===== config.mk =====
export PLATFORM = sky130hd
export DESIGN_NAME = cp0_int_ctrl
export DESIGN_NICKNAME = d
export VERILOG_FILES = /design/src/rtl/cp0_int_ctrl.sv
export SDC_FILE = /design/constraint.sdc
export NUM_CORES = 1
export LEC_CHECK = 0
export BUFFER_PORTS_ARGS = -buffer_cell sky130_fd_sc_hd__buf_2
export CAP_MARGIN = 20
export CORE_ASPECT_RATIO = 0.5
export CORE_UTILIZATION = 34
export CTS_CLUSTER_DIAMETER = 120
export DETAILED_ROUTE_END_ITERATION = 8
export GPL_TIMING_DRIVEN = 1
export SYNTH_ARGS = -nofsm -noshare
export SYNTH_HDL_FRONTEND = slang
export SYNTH_SLANG_ARGS = --single-unit

===== constraint.sdc =====
create_clock -name clk -period 2.6 [get_ports clk]
set_clock_uncertainty 0.2 [all_clocks]
set_input_delay 0.52 -clock clk [delete_from_list [all_inputs] [get_ports clk]]
set_output_delay 0.52 -clock clk [all_outputs]
set_load 0.01 [all_outputs]

===== src/rtl/cp0_int_ctrl.sv =====
// rtl/cp0_int_ctrl.sv - CP0 interrupt/exception sequencer: Status/Cause/EPC, vector redirect, eret return
module cp0_int_ctrl #(
    parameter int         NUM_INT   = 6,
    parameter logic [4:0] TRAP_CODE = 5'd12
) (
    input  logic               clk,
    input  logic               rst,
    input  logic [NUM_INT-1:0] INT,
    input  logic               trap,
    input  logic               eret,
    input  logic [31:0]        pc_current,
    input  logic               cp0_we,
    input  logic [4:0]         cp0_addr,
    input  logic [31:0]        cp0_wd,
    output logic [31:0]        cp0_rd,
    output logic [1:0]         vec_sel,
    output logic               epc_sel,
    output logic [31:0]        epc,
    output logic               kill
);

    localparam logic [1:0] ST_RUN     = 2'd0;
    localparam logic [1:0] ST_HANDLER = 2'd1;
    localparam logic [1:0] ST_SHADOW  = 2'd2;

    localparam logic [4:0] ADDR_STATUS = 5'd12;
    localparam logic [4:0] ADDR_CAUSE  = 5'd13;
    localparam logic [4:0] ADDR_EPC    = 5'd14;

    logic [1:0]         state;
    logic [1:0]         state_nxt;
    logic [NUM_INT-1:0] int_meta;
    logic [NUM_INT-1:0] ip;
    logic [NUM_INT-1:0] im;
    logic               ie;
    logic               exl;
    logic [4:0]         exc_code;
    logic [31:0]        epc_q;

    logic               pend;
    logic               take_exc;
    logic               take_int;
    logic               handler_trap;
    logic               do_eret;
    logic [31:0]        status_word;
    logic [31:0]        cause_word;

    assign pend = (|(ip & im)) & ie & ~exl;

    // Trap always beats a pending interrupt and an eret in the same cycle.
    assign take_exc     = trap && (state == ST_RUN || state == ST_SHADOW);
    assign take_int     = pend && !trap && (state == ST_RUN);
    assign handler_trap = trap && (state == ST_HANDLER);
    assign do_eret      = eret && !trap && (state == ST_HANDLER);

    always_comb begin
        vec_sel = 2'b00;
        if (trap) begin
            vec_sel = 2'b10;
        end else if (take_int) begin
            vec_sel = 2'b11;
        end
    end

    assign kill    = trap | take_int;
    assign epc_sel = do_eret;
    assign epc     = epc_q;

    always_comb begin
        state_nxt = state;
        case (state)
            ST_RUN: begin
                if (take_exc || take_int) begin
                    state_nxt = ST_HANDLER;
                end
            end
            ST_HANDLER: begin
                if (do_eret) begin
                    state_nxt = ST_SHADOW;
                end
            end
            ST_SHADOW: begin
                state_nxt = take_exc ? ST_HANDLER : ST_RUN;
            end
            default: state_nxt = ST_RUN;
        endcase
    end

    always_ff @(posedge clk or negedge rst) begin
        if (!rst) begin
            state    <= ST_RUN;
            int_meta <= '0;
            ip       <= '0;
        end else begin
            state    <= state_nxt;
            int_meta <= INT;
            ip       <= int_meta;
        end
    end

    // Software writes first; later hardware updates override EXL/EPC/ExcCode.
    always_ff @(posedge clk or negedge rst) begin
        if (!rst) begin
            ie       <= 1'b0;
            exl      <= 1'b0;
            im       <= '0;
            exc_code <= 5'd0;
            epc_q    <= 32'd0;
        end else begin
            if (cp0_we) begin
                case (cp0_addr)
                    ADDR_STATUS: begin
                        ie  <= cp0_wd[0];
                        exl <= cp0_wd[1];
                        im  <= cp0_wd[10 +: NUM_INT];
                    end
                    ADDR_CAUSE: exc_code <= cp0_wd[6:2];
                    ADDR_EPC:   epc_q    <= cp0_wd;
                    default: ;
                endcase
            end
            if (take_exc || take_int) begin
                exl      <= 1'b1;
                epc_q    <= pc_current;
                exc_code <= take_exc ? TRAP_CODE : 5'd0;
            end
            if (handler_trap) begin
                exc_code <= TRAP_CODE;
            end
            if (do_eret) begin
                exl <= 1'b0;
            end
        end
    end

    always_comb begin
        status_word                  = 32'd0;
        status_word[0]               = ie;
        status_word[1]               = exl;
        status_word[10 +: NUM_INT]   = im;
        cause_word                   = 32'd0;
        cause_word[10 +: NUM_INT]    = ip;
        cause_word[6:2]              = exc_code;
    end

    always_comb begin
        case (cp0_addr)
            ADDR_STATUS: cp0_rd = status_word;
            ADDR_CAUSE:  cp0_rd = cause_word;
            ADDR_EPC:    cp0_rd = epc_q;
            default:     cp0_rd = 32'd0;
        endcase
    end

endmodule


==> results.sh <==
export IMPL_pwr_share_clk_pct=39.3
export IMPL_ir_drop_mv=0.409
export IMPL_cts_tree="done"
export IMPL_crit_fanout=5
export IMPL_ys_types=28
export IMPL_period_needed_ns=2.48
export IMPL_crit_buf_inv=1
export IMPL_clock_latency_ns=0.32
export IMPL_path_class="register to output pin"
export IMPL_grt_max_degree=32
export IMPL_post_route_util_pct=51.1
export IMPL_power_frac_comb_pct=20.8
export IMPL_drtIter0Drc=74
export IMPL_io_pin_count=148
export IMPL_die_area_um2=9070
export IMPL_synth_edf_count=0
export IMPL_antenna_found_initial=0
export IMPL_ys_warnings_count=0
export IMPL_final_nets=462
export IMPL_syn_num_nets=306
export IMPL_cap_viol_max_count=0
export IMPL_path_cells="a22oi_1 -> nand3_2 -> and4_4 -> or2_2 -> buf_2"
export IMPL_p_leak_nw=2.09
export IMPL_p_seq_share_pct=39.9
export IMPL_cts_num_sinks=59
export IMPL_r2r_end="epc[27]$_DFFE_PN0P_"
export IMPL_slew_violations=0
export IMPL_wl_um=7560
export IMPL_fmax_mhz=403
export IMPL_via_per_inst=4.73
export IMPL_critPathTopFamily="simple AND/OR/NAND/NOR gates"
export IMPL_cts_buffers=9
export IMPL_finalSetupTns_ns=0
export IMPL_worstPathRequired_ns=1.88
export IMPL_switchingPower_mw=0.759
export IMPL_core_rowCount=23
export IMPL_finalSetupViolations=0
export IMPL_die_w_um=134
export IMPL_worstPathArrival_ns=1.76
export IMPL_netlist_instances=226
export IMPL_end_kind="output pin"
export IMPL_cp_slowest_cell="dfrtp_1"
export IMPL_io_buffer_count=147
export IMPL_tightest_slew_ns=0.672
export IMPL_cts_root_buf="clkbuf_16"
export IMPL_clock_path_buffers=2
export IMPL_gp_congestion=0.752
export IMPL_final_min_period_over_clock_period_pct=95.5
export IMPL_clk_pin_slew_ns=0.05
export IMPL_p_int_mw=2.22
export IMPL_ff2ff_path_depth=5
export IMPL_final_common_cell="buf_2"
export IMPL_p_per_area_nw_per_um2=710
export IMPL_cts_setup_buffers=0
export IMPL_drive_above_1_share_pct=65.8
export IMPL_coreArea_um2=8200
export IMPL_layout_common_cells="147 x buf_2, 71 x mux2_2, 59 x dfrtp_1"
export IMPL_holdCritPathClass="primary input to async pin"
export IMPL_place_hpwl_um=5790
export IMPL_start_util_pct=35.9
export IMPL_synth_area_um2=2950
export IMPL_area_growth_pct=42.1
export IMPL_track_usage_pct=17.1
export IMPL_dr_pass1_iters=4
export IMPL_synth_flop_cell="dfrtp_1"
export IMPL_ys_ff_latch=59
export IMPL_cts_hold_buffers_added=0
export IMPL_syn_area_per_cell_um2=13.0
export IMPL_hold_viol=0
export IMPL_insertedDiodeCount=0
export IMPL_yosys_area_top_type="dfrtp_1"
export IMPL_netlist_area_leader_share_pct=50.1
export IMPL_critPathLaunchType="register"
export IMPL_synthArstFlopShare_pct=100
export IMPL_p_sw_share_pct=25.5
export IMPL_nFillCells=768
export IMPL_slew_headroom_pct=55.2
export IMPL_cpPeakStageDelay_ns=0.39
export IMPL_grt_first_pass_wirelength_um=11600
export IMPL_drcViolationCount=0
export IMPL_r2r_setup_slack_ns=0.52
export IMPL_die_h_um=67.8
export IMPL_grt_overflow_total=0
export IMPL_ys_top_cells_by_area="dfrtp_1 50%, mux2_2 27%, and2_1 4.0%, a22oi_1 2.3%, a22o_1 2.1%"
export IMPL_status="complete, no violations"
export IMPL_wl_per_cell_um=15.2
export IMPL_vias=2358
export IMPL_r2r_start="im[5]$_DFFE_PN0P_"
export IMPL_yosysSeqAreaShare_pct=50.1
export IMPL_cts_max_level=3
export IMPL_drtAntennaViolNets=0
export IMPL_rsz0062_at_grt="false"
export IMPL_grt_pass1_vias=2290
-- worst register-to-register path: cells and delay by family (launching register included) --
family / cells / cell delay, ns
flops: 1 / 0.39
simple gates: 1 / 0.17
mux: 1 / 0.39
buf+inv: 1 / 0.35
compound gates: 2 / 0.46
-- through the flow --
| step | power, mW | std cells | hold WS [ns] | worst slack [ns] | instance area, µm² |
|---|---|---|---|---|---|
| after floorplan | 1.54 | 226 | 0.0244 | 0.224 | 2950 |
| after global placement | 1.80 | 483 | 0.135 | 0.275 | 3870 |
| after detailed placement | 1.82 | 483 | 0.136 | 0.245 | 3870 |
| after CTS | 3.02 | 498 | 0.0608 | 0.0311 | 4180 |
| after global routing | 3.14 | 498 | 0.0889 | 0.0390 | 4190 |
| final | 2.97 | 498 | 0.0321 | 0.117 | 4190 |
-- synth_stat cells (all sizes together) (2+ instances only) --
cell and instances:
nor2 3, nor2b 2, nor4bb 2, buf 8
a22oi 9, mux2i 3, and2 19, nand2 14
nand3b 3, mux2 74, nor3 2, clkbuf 5
dfrtp 59, a21oi 3, a22o 7, nand3 2
and3 3
-- power groups by stage --
| stage | Clock [mW] | Sequential (mW) | Combinational, mW |
|---|---|---|---|
| 6_report | 1.17 | 1.19 | 0.618 |
| 3_3_place_gp | 0 | 1.19 | 0.608 |
| 2_1_floorplan | 0 | 1.23 | 0.302 |
| 5_1_grt | 1.25 | 1.21 | 0.678 |
| 3_5_place_dp | 0 | 1.20 | 0.622 |
| 4_1_cts | 1.20 | 1.19 | 0.627 |
-- worst max path at each step --
| stage | start | end | slack, ns | cells after the start |
|---|---|---|---|---|
| after detailed placement | cp0_addr[0] | cp0_rd[0] | 0.24 | 6 |
| after CTS | im[2]$_DFFE_PN0P_ | kill | 0.03 | 5 |
| after global placement | cp0_addr[0] | cp0_rd[19] | 0.27 | 6 |
| after global routing | im[2]$_DFFE_PN0P_ | kill | 0.04 | 5 |
| final | im[5]$_DFFE_PN0P_ | kill | 0.12 | 5 |
| after floorplan | cp0_addr[0] | cp0_rd[0] | 0.22 | 4 |
-- area by class of cell --
cell class / count / area [µm²] / share of cell area, %
clock buffer: 13 / 260 / 6.21
clock inverter: 2 / 35.0 / 0.837
multi-input combinational: 154 / 1420 / 33.9
sequential: 59 / 1480 / 35.3
tap: 112 / 140 / 3.35
timing repair buffer: 158 / 856 / 20.4
-- timing repair --
item | CTS | global route
resized for setup | 2 | 3
endpoints found under the setup margin | 2 | 2
pin swaps | 0 | 1
-- per-layer routing --
layer | track usage (%) | vias up | share of wire [%]
li1 | - | 1134 | -
met1 | 21.1 | 1151 | 43
met2 | 29.4 | 63 | 51
met3 | 4.81 | 10 | 5.4
met4 | 5.97 | 0 | 1.1
met5 | 0 | - | 0
-- state kept, by name, indices dropped and copies added, names as in the netlist --
signal / count
im: 6
ie: 1
state: 2
exc_code: 5
exl: 1
int_meta: 6
epc: 32
ip: 6
-- kinds of logic (layout without fill, tap and decap cells) --
kind of cell,Yosys count,in the layout,share of synthesized area [%]
muxes,77,77,29.7
DFF,59,59,50.1
and+or+nand+nor,56,56,11.5
AOI/OAI and AO/OA,21,21,5.99
buffers and inverters,13,173,2.72
Power figures use the tool's default switching activity.
